<file path="config.mk">
export PLATFORM = sky130hd
export DESIGN_NAME = mouse_frame_ctl
export DESIGN_NICKNAME = d
export VERILOG_FILES = /design/src/rtl/mouse_pkg.sv /design/src/rtl/mouse_click_slot.sv /design/src/rtl/mouse_frame_ctl.sv
export SDC_FILE = /design/constraint.sdc
export NUM_CORES = 1
export LEC_CHECK = 0
export BUFFER_PORTS_ARGS = -buffer_cell sky130_fd_sc_hd__buf_4
export CAP_MARGIN = 20
export CORE_MARGIN = 2
export CORE_UTILIZATION = 42
export CTS_CLUSTER_DIAMETER = 40
export CTS_CLUSTER_SIZE = 25
export DETAILED_ROUTE_END_ITERATION = 10
export PLACE_DENSITY = 0.65
export REMOVE_ABC_BUFFERS = 1
export SETUP_SLACK_MARGIN = 0.5
export SLEW_MARGIN = 20
export SYNTH_ARGS = -nofsm -noshare
export SYNTH_HDL_FRONTEND = slang
export SYNTH_HIERARCHICAL = 1
export SYNTH_SLANG_ARGS = --single-unit
</file>
<file path="constraint.sdc">
create_clock -name clk -period 2.8 [get_ports clk]
set_input_delay 0.42 -clock clk [delete_from_list [all_inputs] [get_ports clk]]
set_output_delay 0.42 -clock clk [all_outputs]
set_load 0.01 [all_outputs]
</file>
<file path="src/rtl/mouse_pkg.sv">
// Shared types and display defaults for the cursor datapath (mouse_frame_ctl, draw_mouse).
package mouse_pkg;

    localparam int COORD_W      = 12;
    localparam int DEF_H_ACTIVE = 1024;
    localparam int DEF_V_ACTIVE = 768;
    localparam int DEF_CUR_W    = 16;

    typedef enum logic [1:0] {
        WAIT_FIRST,
        ACTIVE,
        HIDDEN
    } mouse_state_t;

    function automatic logic [COORD_W-1:0] clamp_coord(
        input logic [COORD_W-1:0] v,
        input logic [COORD_W-1:0] lim
    );
        return (v > lim) ? lim : v;
    endfunction

endpackage

</file>
<file path="src/rtl/mouse_click_slot.sv">
// One-entry valid/ready holding register for click events; flags every event it has to discard.
module mouse_click_slot
    import mouse_pkg::*;
(
    input  logic               clk,
    input  logic               rst_n,
    input  logic [1:0]         rise_i,   // {right, left} rising edges
    input  logic [COORD_W-1:0] x_i,
    input  logic [COORD_W-1:0] y_i,
    input  logic               ready_i,
    output logic               valid_o,
    output logic               btn_o,
    output logic [COORD_W-1:0] x_o,
    output logic [COORD_W-1:0] y_o,
    output logic               drop_o
);

    logic               valid_q, valid_d;
    logic               btn_q, btn_d;
    logic [COORD_W-1:0] x_q, x_d;
    logic [COORD_W-1:0] y_q, y_d;
    logic               drop_q, drop_d;
    logic               free;

    // An entry being accepted this cycle frees the slot for a same-cycle reload.
    assign free = ~valid_q | ready_i;

    // NOTE: every output of a combinational block gets a default first, so no latch is inferred.
    always_comb begin
        valid_d = valid_q;
        btn_d   = btn_q;
        x_d     = x_q;
        y_d     = y_q;
        drop_d  = 1'b0;
        if (|rise_i) begin
            if (free) begin
                valid_d = 1'b1;
                btn_d   = ~rise_i[0];   // left wins a simultaneous press
                x_d     = x_i;
                y_d     = y_i;
                drop_d  = &rise_i;
            end else begin
                drop_d  = 1'b1;
            end
        end else if (valid_q && ready_i) begin
            valid_d = 1'b0;
        end
    end

    // NOTE: state registers use non-blocking assignments so all flops update from pre-edge values.
    always_ff @(posedge clk or negedge rst_n) begin
        if (!rst_n) begin
            valid_q <= 1'b0;
            btn_q   <= 1'b0;
            x_q     <= '0;
            y_q     <= '0;
            drop_q  <= 1'b0;
        end else begin
            valid_q <= valid_d;
            btn_q   <= btn_d;
            x_q     <= x_d;
            y_q     <= y_d;
            drop_q  <= drop_d;
        end
    end

    assign valid_o = valid_q;
    assign btn_o   = btn_q;
    assign x_o     = x_q;
    assign y_o     = y_q;
    assign drop_o  = drop_q;

endmodule

</file>
<file path="src/rtl/mouse_frame_ctl.sv">
// Cursor sequencer: clamps and frame-latches the mouse position, hides an idle cursor,
// and turns button rises into handshaked click events.
module mouse_frame_ctl
    import mouse_pkg::*;
#(
    parameter int H_ACTIVE    = DEF_H_ACTIVE,
    parameter int V_ACTIVE    = DEF_V_ACTIVE,
    parameter int CUR_W       = DEF_CUR_W,
    parameter int IDLE_FRAMES = 300
) (
    input  logic               clk,
    input  logic               rst_n,
    input  logic [COORD_W-1:0] mouse_xpos,
    input  logic [COORD_W-1:0] mouse_ypos,
    input  logic               mouse_left,
    input  logic               mouse_right,
    input  logic               vblnk,
    output logic [COORD_W-1:0] cur_xpos,
    output logic [COORD_W-1:0] cur_ypos,
    output logic               cur_en,
    output logic               click_valid,
    input  logic               click_ready,
    output logic               click_btn,
    output logic [COORD_W-1:0] click_x,
    output logic [COORD_W-1:0] click_y,
    output logic               click_drop
);

    localparam int                 CNT_W    = $clog2(IDLE_FRAMES + 1);
    localparam logic [CNT_W-1:0]   IDLE_MAX = CNT_W'(IDLE_FRAMES);
    localparam logic [COORD_W-1:0] X_MAX    = COORD_W'(H_ACTIVE - CUR_W);
    localparam logic [COORD_W-1:0] Y_MAX    = COORD_W'(V_ACTIVE - CUR_W);

    logic               vblnk_q;
    logic [1:0]         btn_q;
    logic [COORD_W-1:0] cx, cy;
    logic [COORD_W-1:0] cur_x_q, cur_y_q;
    logic               cur_en_q;
    logic [CNT_W-1:0]   idle_q, idle_d;
    mouse_state_t       state_q, state_d;
    logic               tick, moved, activity;
    logic [1:0]         btn_rise;

    assign cx       = clamp_coord(mouse_xpos, X_MAX);
    assign cy       = clamp_coord(mouse_ypos, Y_MAX);
    assign tick     = vblnk & ~vblnk_q;
    assign moved    = tick && ((cx != cur_x_q) || (cy != cur_y_q));
    assign btn_rise = {mouse_right, mouse_left} & ~btn_q;
    assign activity = moved | (|btn_rise);

    always_comb begin
        idle_d = idle_q;
        if (activity) begin
            idle_d = '0;
        end else if (tick && (idle_q != IDLE_MAX)) begin
            idle_d = idle_q + 1'b1;
        end
    end

    // Hide on the tick that makes the count reach the limit, so cur_en drops one cycle later.
    always_comb begin
        state_d = state_q;
        case (state_q)
            WAIT_FIRST, HIDDEN: if (activity) state_d = ACTIVE;
            ACTIVE:             if (idle_d == IDLE_MAX) state_d = HIDDEN;
            default:            state_d = WAIT_FIRST;
        endcase
    end

    always_ff @(posedge clk or negedge rst_n) begin
        if (!rst_n) begin
            vblnk_q  <= 1'b0;
            btn_q    <= 2'b00;
            cur_x_q  <= '0;
            cur_y_q  <= '0;
            cur_en_q <= 1'b0;
            idle_q   <= '0;
            state_q  <= WAIT_FIRST;
        end else begin
            vblnk_q  <= vblnk;
            btn_q    <= {mouse_right, mouse_left};
            idle_q   <= idle_d;
            state_q  <= state_d;
            cur_en_q <= (state_q == ACTIVE);
            if (tick) begin
                cur_x_q <= cx;
                cur_y_q <= cy;
            end
        end
    end

    assign cur_xpos = cur_x_q;
    assign cur_ypos = cur_y_q;
    assign cur_en   = cur_en_q;

    mouse_click_slot u_click_slot (
        .clk     (clk),
        .rst_n   (rst_n),
        .rise_i  (btn_rise),
        .x_i     (cx),
        .y_i     (cy),
        .ready_i (click_ready),
        .valid_o (click_valid),
        .btn_o   (click_btn),
        .x_o     (click_x),
        .y_o     (click_y),
        .drop_o  (click_drop)
    );

endmodule
</file>
# Word level (Yosys, flattened, before mapping)

Index checks and enable logic that the tools add are counted.

Register bits: 66
Input bits: 30
Output and inout port bits: 52

Add/sub/neg operators: 1
Magnitude comparators: 2
Equal/unequal tests: 9
Mux-type cells: 12
Bitwise operators: 8
Reductions and logical operators: 12

Operators by type and width:

| cell                                                                     | number |
|---|---|
| 12-bit by 10-bit > comparator with 1-bit output (second input constant)  | 2 |
| 12-bit two-way mux                                                       | 2 |
| 12-bit inequality test                                                   | 2 |
| 9-bit two-way mux                                                        | 2 |
| 9-bit by 1-bit adder with 9-bit output (second input constant)           | 1 |
| 9-bit == test (second input constant)                                    | 1 |
| 9-bit inequality test (second input constant)                            | 1 |
| 2-bit AND reduction                                                      | 4 |
| 1-bit two-way mux                                                        | 5 |
| 2-bit two-way mux                                                        | 2 |
| 2-bit inequality test (second input constant)                            | 2 |
| 2-bit case mux with 2 select lines                                       | 1 |
| 2-bit OR reduction                                                       | 2 |
| 1-bit logical AND                                                        | 3 |
| 1-bit inverter                                                           | 3 |
| 2-bit bitwise AND                                                        | 1 |
| 2-bit by 1-bit == test with 1-bit output (second input constant)         | 1 |
| 2-bit == test (second input constant)                                    | 1 |
| 2-bit zero test                                                          | 1 |
| 2-bit by 1-bit inequality test with 1-bit output (second input constant) | 1 |
| 2-bit inverter                                                           | 1 |
| 1-bit OR                                                                 | 2 |
| 2-bit nonzero test                                                       | 1 |
| 1-bit bitwise AND                                                        | 1 |
| 1-bit logical OR                                                         | 1 |

# Longest topological paths before layout

Depth after elaboration: 10
Mapped depth: 8
Mapped depth without buffers: 8

# Modules after synthesis

Netlist, hierarchy kept.

Modules (own cells, without submodules):

| module           | times used | cells an instance | area an instance (µm²) | seq. area each (µm²) |
|---|---|---|---|---|
| mouse_frame_ctl  | 1          | 240               | 2337.2                 | 975.9 |
| mouse_click_slot | 1          | 61                | 1037.2                 | 675.6 |

# Worst setup path after synthesis

OpenSTA, ideal clock, no wires.

Path type: input -> register
From: input mouse_ypos[9]
To: register state_q[0]
Library setup time: 0.121 ns
Data arrival time: 1.839 ns
Data required time: 2.679 ns
Path slack: 0.840 ns
Cell stages on the path: 7
Cells stage by stage: a211o_1 or3_1 a32o_1 a211oi_2 a32oi_1 buf_6 a2bb2oi_2

Longest elaborated chain between the ends: 10
Elaborated cells on any way between the ends: 11
Those cells by class: order compare (1); eq/ne (4); mux (2); bitwise (1); reduce/logical (3)

RTL lines:

| item                                            | line                  | RTL |
|---|---|---|
| start, declared                                 | mouse_frame_ctl.sv:14 | `input logic [COORD_W-1:0] mouse_ypos,` |
| 12-bit by 10-bit > comparator with 1-bit output | mouse_pkg.sv:19       | `return (v > lim) ? lim : v;` |
| 12-bit two-way mux (*)                          | mouse_pkg.sv:19       |  |
| 12-bit inequality test (*)                      | mouse_frame_ctl.sv:47 | `assign moved = tick && ((cx != cur_x_q) \|\| (cy != cur_y_q));` |
| 1-bit logical OR (*)                            | mouse_frame_ctl.sv:47 |  |
| 1-bit logical AND (*)                           | mouse_frame_ctl.sv:47 |  |
| 1-bit OR (*)                                    | mouse_frame_ctl.sv:49 | `assign activity = moved \| (\|btn_rise);` |
| 9-bit two-way mux                               | mouse_frame_ctl.sv:53 | `if (activity) begin` |
| 9-bit == test                                   | mouse_frame_ctl.sv:65 | `ACTIVE: if (idle_d == IDLE_MAX) state_d = HIDDEN;` |
| 2-bit inequality test (no source line)          | --                    |  |
| 2-bit AND reduction (no source line) (*)        | --                    |  |
| end signal, assigned                            | mouse_frame_ctl.sv:83 | `state_q <= state_d;` |
| end, declared                                   | mouse_frame_ctl.sv:40 | `mouse_state_t state_q, state_d;` |

Mark *: on every way between the ends. The rest lies on a longest branch, timed or not.
A chain may end at the register's enable or synchronous reset.

# Worst setup path after layout

From: register cur_x_q[10] (netlist: cur_xpos[10])
To: register state_q[1]

Longest elaborated chain between the ends: 8
Elaborated cells on any way between the ends: 9
Those cells by class: eq/ne (4); mux (1); bitwise (1); reduce/logical (3)

RTL lines:

| item                                     | line                  | RTL |
|---|---|---|
| start, declared                          | mouse_frame_ctl.sv:37 | `logic [COORD_W-1:0] cur_x_q, cur_y_q;` |
| start signal, assigned                   | mouse_frame_ctl.sv:74 | `cur_x_q <= '0;` |
| start signal, assigned                   | mouse_frame_ctl.sv:86 | `cur_x_q <= cx;` |
| 12-bit inequality test (*)               | mouse_frame_ctl.sv:47 |  |
| 1-bit logical OR (*)                     | mouse_frame_ctl.sv:47 |  |
| 1-bit logical AND (*)                    | mouse_frame_ctl.sv:47 |  |
| 1-bit OR (*)                             | mouse_frame_ctl.sv:49 |  |
| 9-bit two-way mux                        | mouse_frame_ctl.sv:53 |  |
| 9-bit == test                            | mouse_frame_ctl.sv:65 |  |
| 2-bit inequality test (no source line)   | --                    |  |
| 2-bit AND reduction (no source line) (*) | --                    |  |

Marked as above.

==> impl_metrics.yaml <==
sta:
  period_share: 0.7456
  fmax_ghz: 0.4790
  fin_crit_ns: 2.088
  hold_ws_ns: 0.1580
  fin_worst_skew_ns: 0.01246
  tightest_slew_ns: 0.8165
  rsz0062_at_grt: "no"
  hold_violations: 0
  final.setup.tns_ns: 0
  finalMaxSlewViolations: 0
  max_slew_margin: 0.4557
  finalSetupViolations: 0
worst_setup_path:
  rr_worst_depth: 7
  cp-start-kind: "flip-flop"
  r2r_slack_ns: 0.71
  worstPathMaxFanout: 11
  cpPeakStageDelay_ns: 0.39
  path_cells: "nor4_1 -> o221ai_1 -> nor4_2 -> nand4_1 -> nor3_2 -> a32oi_4 -> o21ba_2"
  timing.critical_path.buf_inv: 0
  rr_endpoint: "state_q[1]"
  arrival_ns: 2.39
  crit_type: "flip-flop to flip-flop"
  r2r-start: "cur_xpos[10]"
  end_kind: "flip-flop"
  crit_family: "simple AND/OR/NAND/NOR gates"
  crit_required_ns: 3.10
  cp_slowest_cell: "dfrtp_1"
route:
  via_count: 2569
  wire_per_inst_um: 15.52
  dr.pass1.iters: 4
  drtAntennaViolNets: 0
  drc: 0
  vias_per_cell: 5.128
  wl_um: 7777
  initialDrtViolationCount: 95
synthesis:
  synth_top_area_frac: 0.4894
  syn_area_per_cell_um2: 11.21
  synthCells: 301
  yosys.area.top_type: "dfrtp_1"
  synthFlopType: "dfrtp_1"
  synthesis.area_um2: 3374
  synthTopCellsByArea: "dfrtp_1 49%, mux2_2 12%, nor2_1 2.3%"
  ys_seq_area_frac: 0.4894
  synth_warnings: 6
  synth_seq_cells: 66
  ys_async_sr_fraction: 1.000
  synth_cell_type_count: 63
  synth_edf_count: 0
placement:
  gp_congestion: 0.8693
  port_buffers: 81
  hpwl_um: 5670
grt:
  grt_pass1_wl_um: 12830
  grt_pass1_vias: 2584
  grt_overflow: 0
  antenna_found_initial: 0
  groute.usage.overall: 0.1918
  grt_max_degree: 67
status:
  outcome: "finished clean"
power_and_ir_drop:
  power_density_nw_per_um2: 578.5
  leakagePower_nw: 1.943
  peakVddDrop_uv: 356.5
finish:
  final_nets: 426
  area_growth_syn_to_layout_pct: 30.00
  drive_gt1_frac: 0.3960
  antenna_cells: 0
  n_fill_cell: 700
clock_network:
  cts_hold_buf: 0
  clock-root-buffer: "clkbuf_8"
  cts_buffers: 9
  cts.clk_slew.worst_paths_ns: 0.07
  cts_htree_levels: 3
  clk_latency_ns: 0.35
  cts_buffer_depth: 2
  post_cts_resized: 1
  numClockSinks: 66
  cts_setup_buffers: 0
  cts_tree: "done"
floorplan:
  die_w_um: 93.64
  rows: 32
  ioPinCount: 82
  initial_utilization: 0.4344
  die_y_um: 93.64
  die-area_um2: 8768
  fp.coreArea_um2: 7767
min_path:
  hold_class: "input port to asynchronous set/reset pin"
run:
  drv_cap: 0
## power breakdown
part,total (mW),internal (mW),leakage [nW],switching [mW]
Combinational,0.440,0.228,1.03,0.213
Clock,1.02,0.641,0.123,0.375
Sequential,1.08,1.02,0.789,0.0580
## layout by cell type, fill, tap and decap left out, types with 10 or more instances in the layout
cell      netlist  routed
a21oi_1        10      10
and2_1         11      11
buf_4           0      86
clkbuf_8        0      11
dfrtp_1        66      66
inv_1          13      13
mux2_2         37      37
nand2_1        20      20
nor2_1         21      21
o21ai_0        10      10
## state kept, by name, summed over array words and instances (netlist names)
name	count
cur_xpos	12
u_click_slot/drop_o	1
idle_q	9
btn_q	2
u_click_slot/y_o	12
u_click_slot/btn_o	1
u_click_slot/valid_o	1
state_q	2
vblnk_q	1
u_click_slot/x_o	12
cur_ypos	12
cur_en	1
## worst max path at each step
stage	startpoint	end	cells after the start	slack, ns
after floorplan	mouse_xpos[11]	state_q[1]	7	0.56
after global routing	cur_xpos[10]	state_q[1]	7	0.52
after CTS	cur_xpos[10]	state_q[1]	7	0.52
after global placement	mouse_xpos[11]	state_q[1]	8	0.12
after detailed placement	mouse_xpos[11]	state_q[1]	8	0.04
final	cur_xpos[10]	state_q[1]	7	0.71
## worst reg2reg max path: cells and delay by family, from the launching register on
kind | cells | cell delay, ns
flops | 1 | 0.39
simple gates | 4 | 0.92
compound gates | 3 | 0.73
## cells by family after synthesis
logic type | after synthesis | synth area share
flops | 66 | 0.4894
buf+inv | 20 | 0.03078
mux | 39 | 0.1309
fa+ha+maj | 3 | 0.01038
other cells | 1 | 0.001111
simple gates | 110 | 0.1872
xor+xnor | 15 | 0.03893
compound gates | 47 | 0.1112
## area by class of cell
class / instances / area, µm² / share of cell area
clock buffer: 12 / 155.1 / 0.03537
multi-input combinational: 218 / 1660 / 0.3785
sequential: 66 / 1652 / 0.3765
clock inverter: 4 / 97.59 / 0.02225
timing repair buffer: 86 / 645.6 / 0.1472
inverter: 13 / 48.80 / 0.01112
tap: 102 / 127.6 / 0.02909
## routing by layer
| layer | vias up | GRT usage | part of all wire |
|---|---|---|---|
| met4 | 0 | 0.09179 | 0.023 |
| li1 | 1247 | - | - |
| met1 | 1241 | 0.2478 | 0.44 |
| met5 | - | 0 | 0 |
| met2 | 67 | 0.3129 | 0.49 |
| met3 | 14 | 0.03304 | 0.040 |
## metrics by stage
step                      area, µm²    util  setup slack, ns  cells  total power, mW
after global routing           4387  0.5648           0.5186    501            2.663
after CTS                      4364  0.5619           0.5224    501            2.563
after floorplan                3331       -           0.5611    297            1.303
final                          4387  0.5648           0.7124    501            2.538
after detailed placement       4104  0.5284          0.03790    485            1.538
after global placement         4104  0.5284           0.1241    485            1.529
## synth_stat cells, drive strengths merged, types with 2 or more instances
| library cell | number |
|---|---|
| a21oi | 10 |
| o2111ai | 2 |
| nand2b | 8 |
| and2b | 3 |
| or2 | 3 |
| nand2 | 20 |
| mux2 | 38 |
| nor3b | 2 |
| xnor2 | 6 |
| nand3b | 4 |
| ha | 2 |
| nand3 | 6 |
| nand4 | 4 |
| inv | 13 |
| clkbuf | 2 |
| o22ai | 2 |
| nor2b | 4 |
| o211ai | 3 |
| a211oi | 5 |
| a22oi | 2 |
| nor4 | 4 |
| and2 | 12 |
| and3 | 2 |
| o21ai | 10 |
| or3 | 7 |
| xor2 | 9 |
| nor2 | 24 |
| dfrtp | 66 |
| buf | 4 |
| nand4b | 2 |
(Power assumes the default switching activity.)
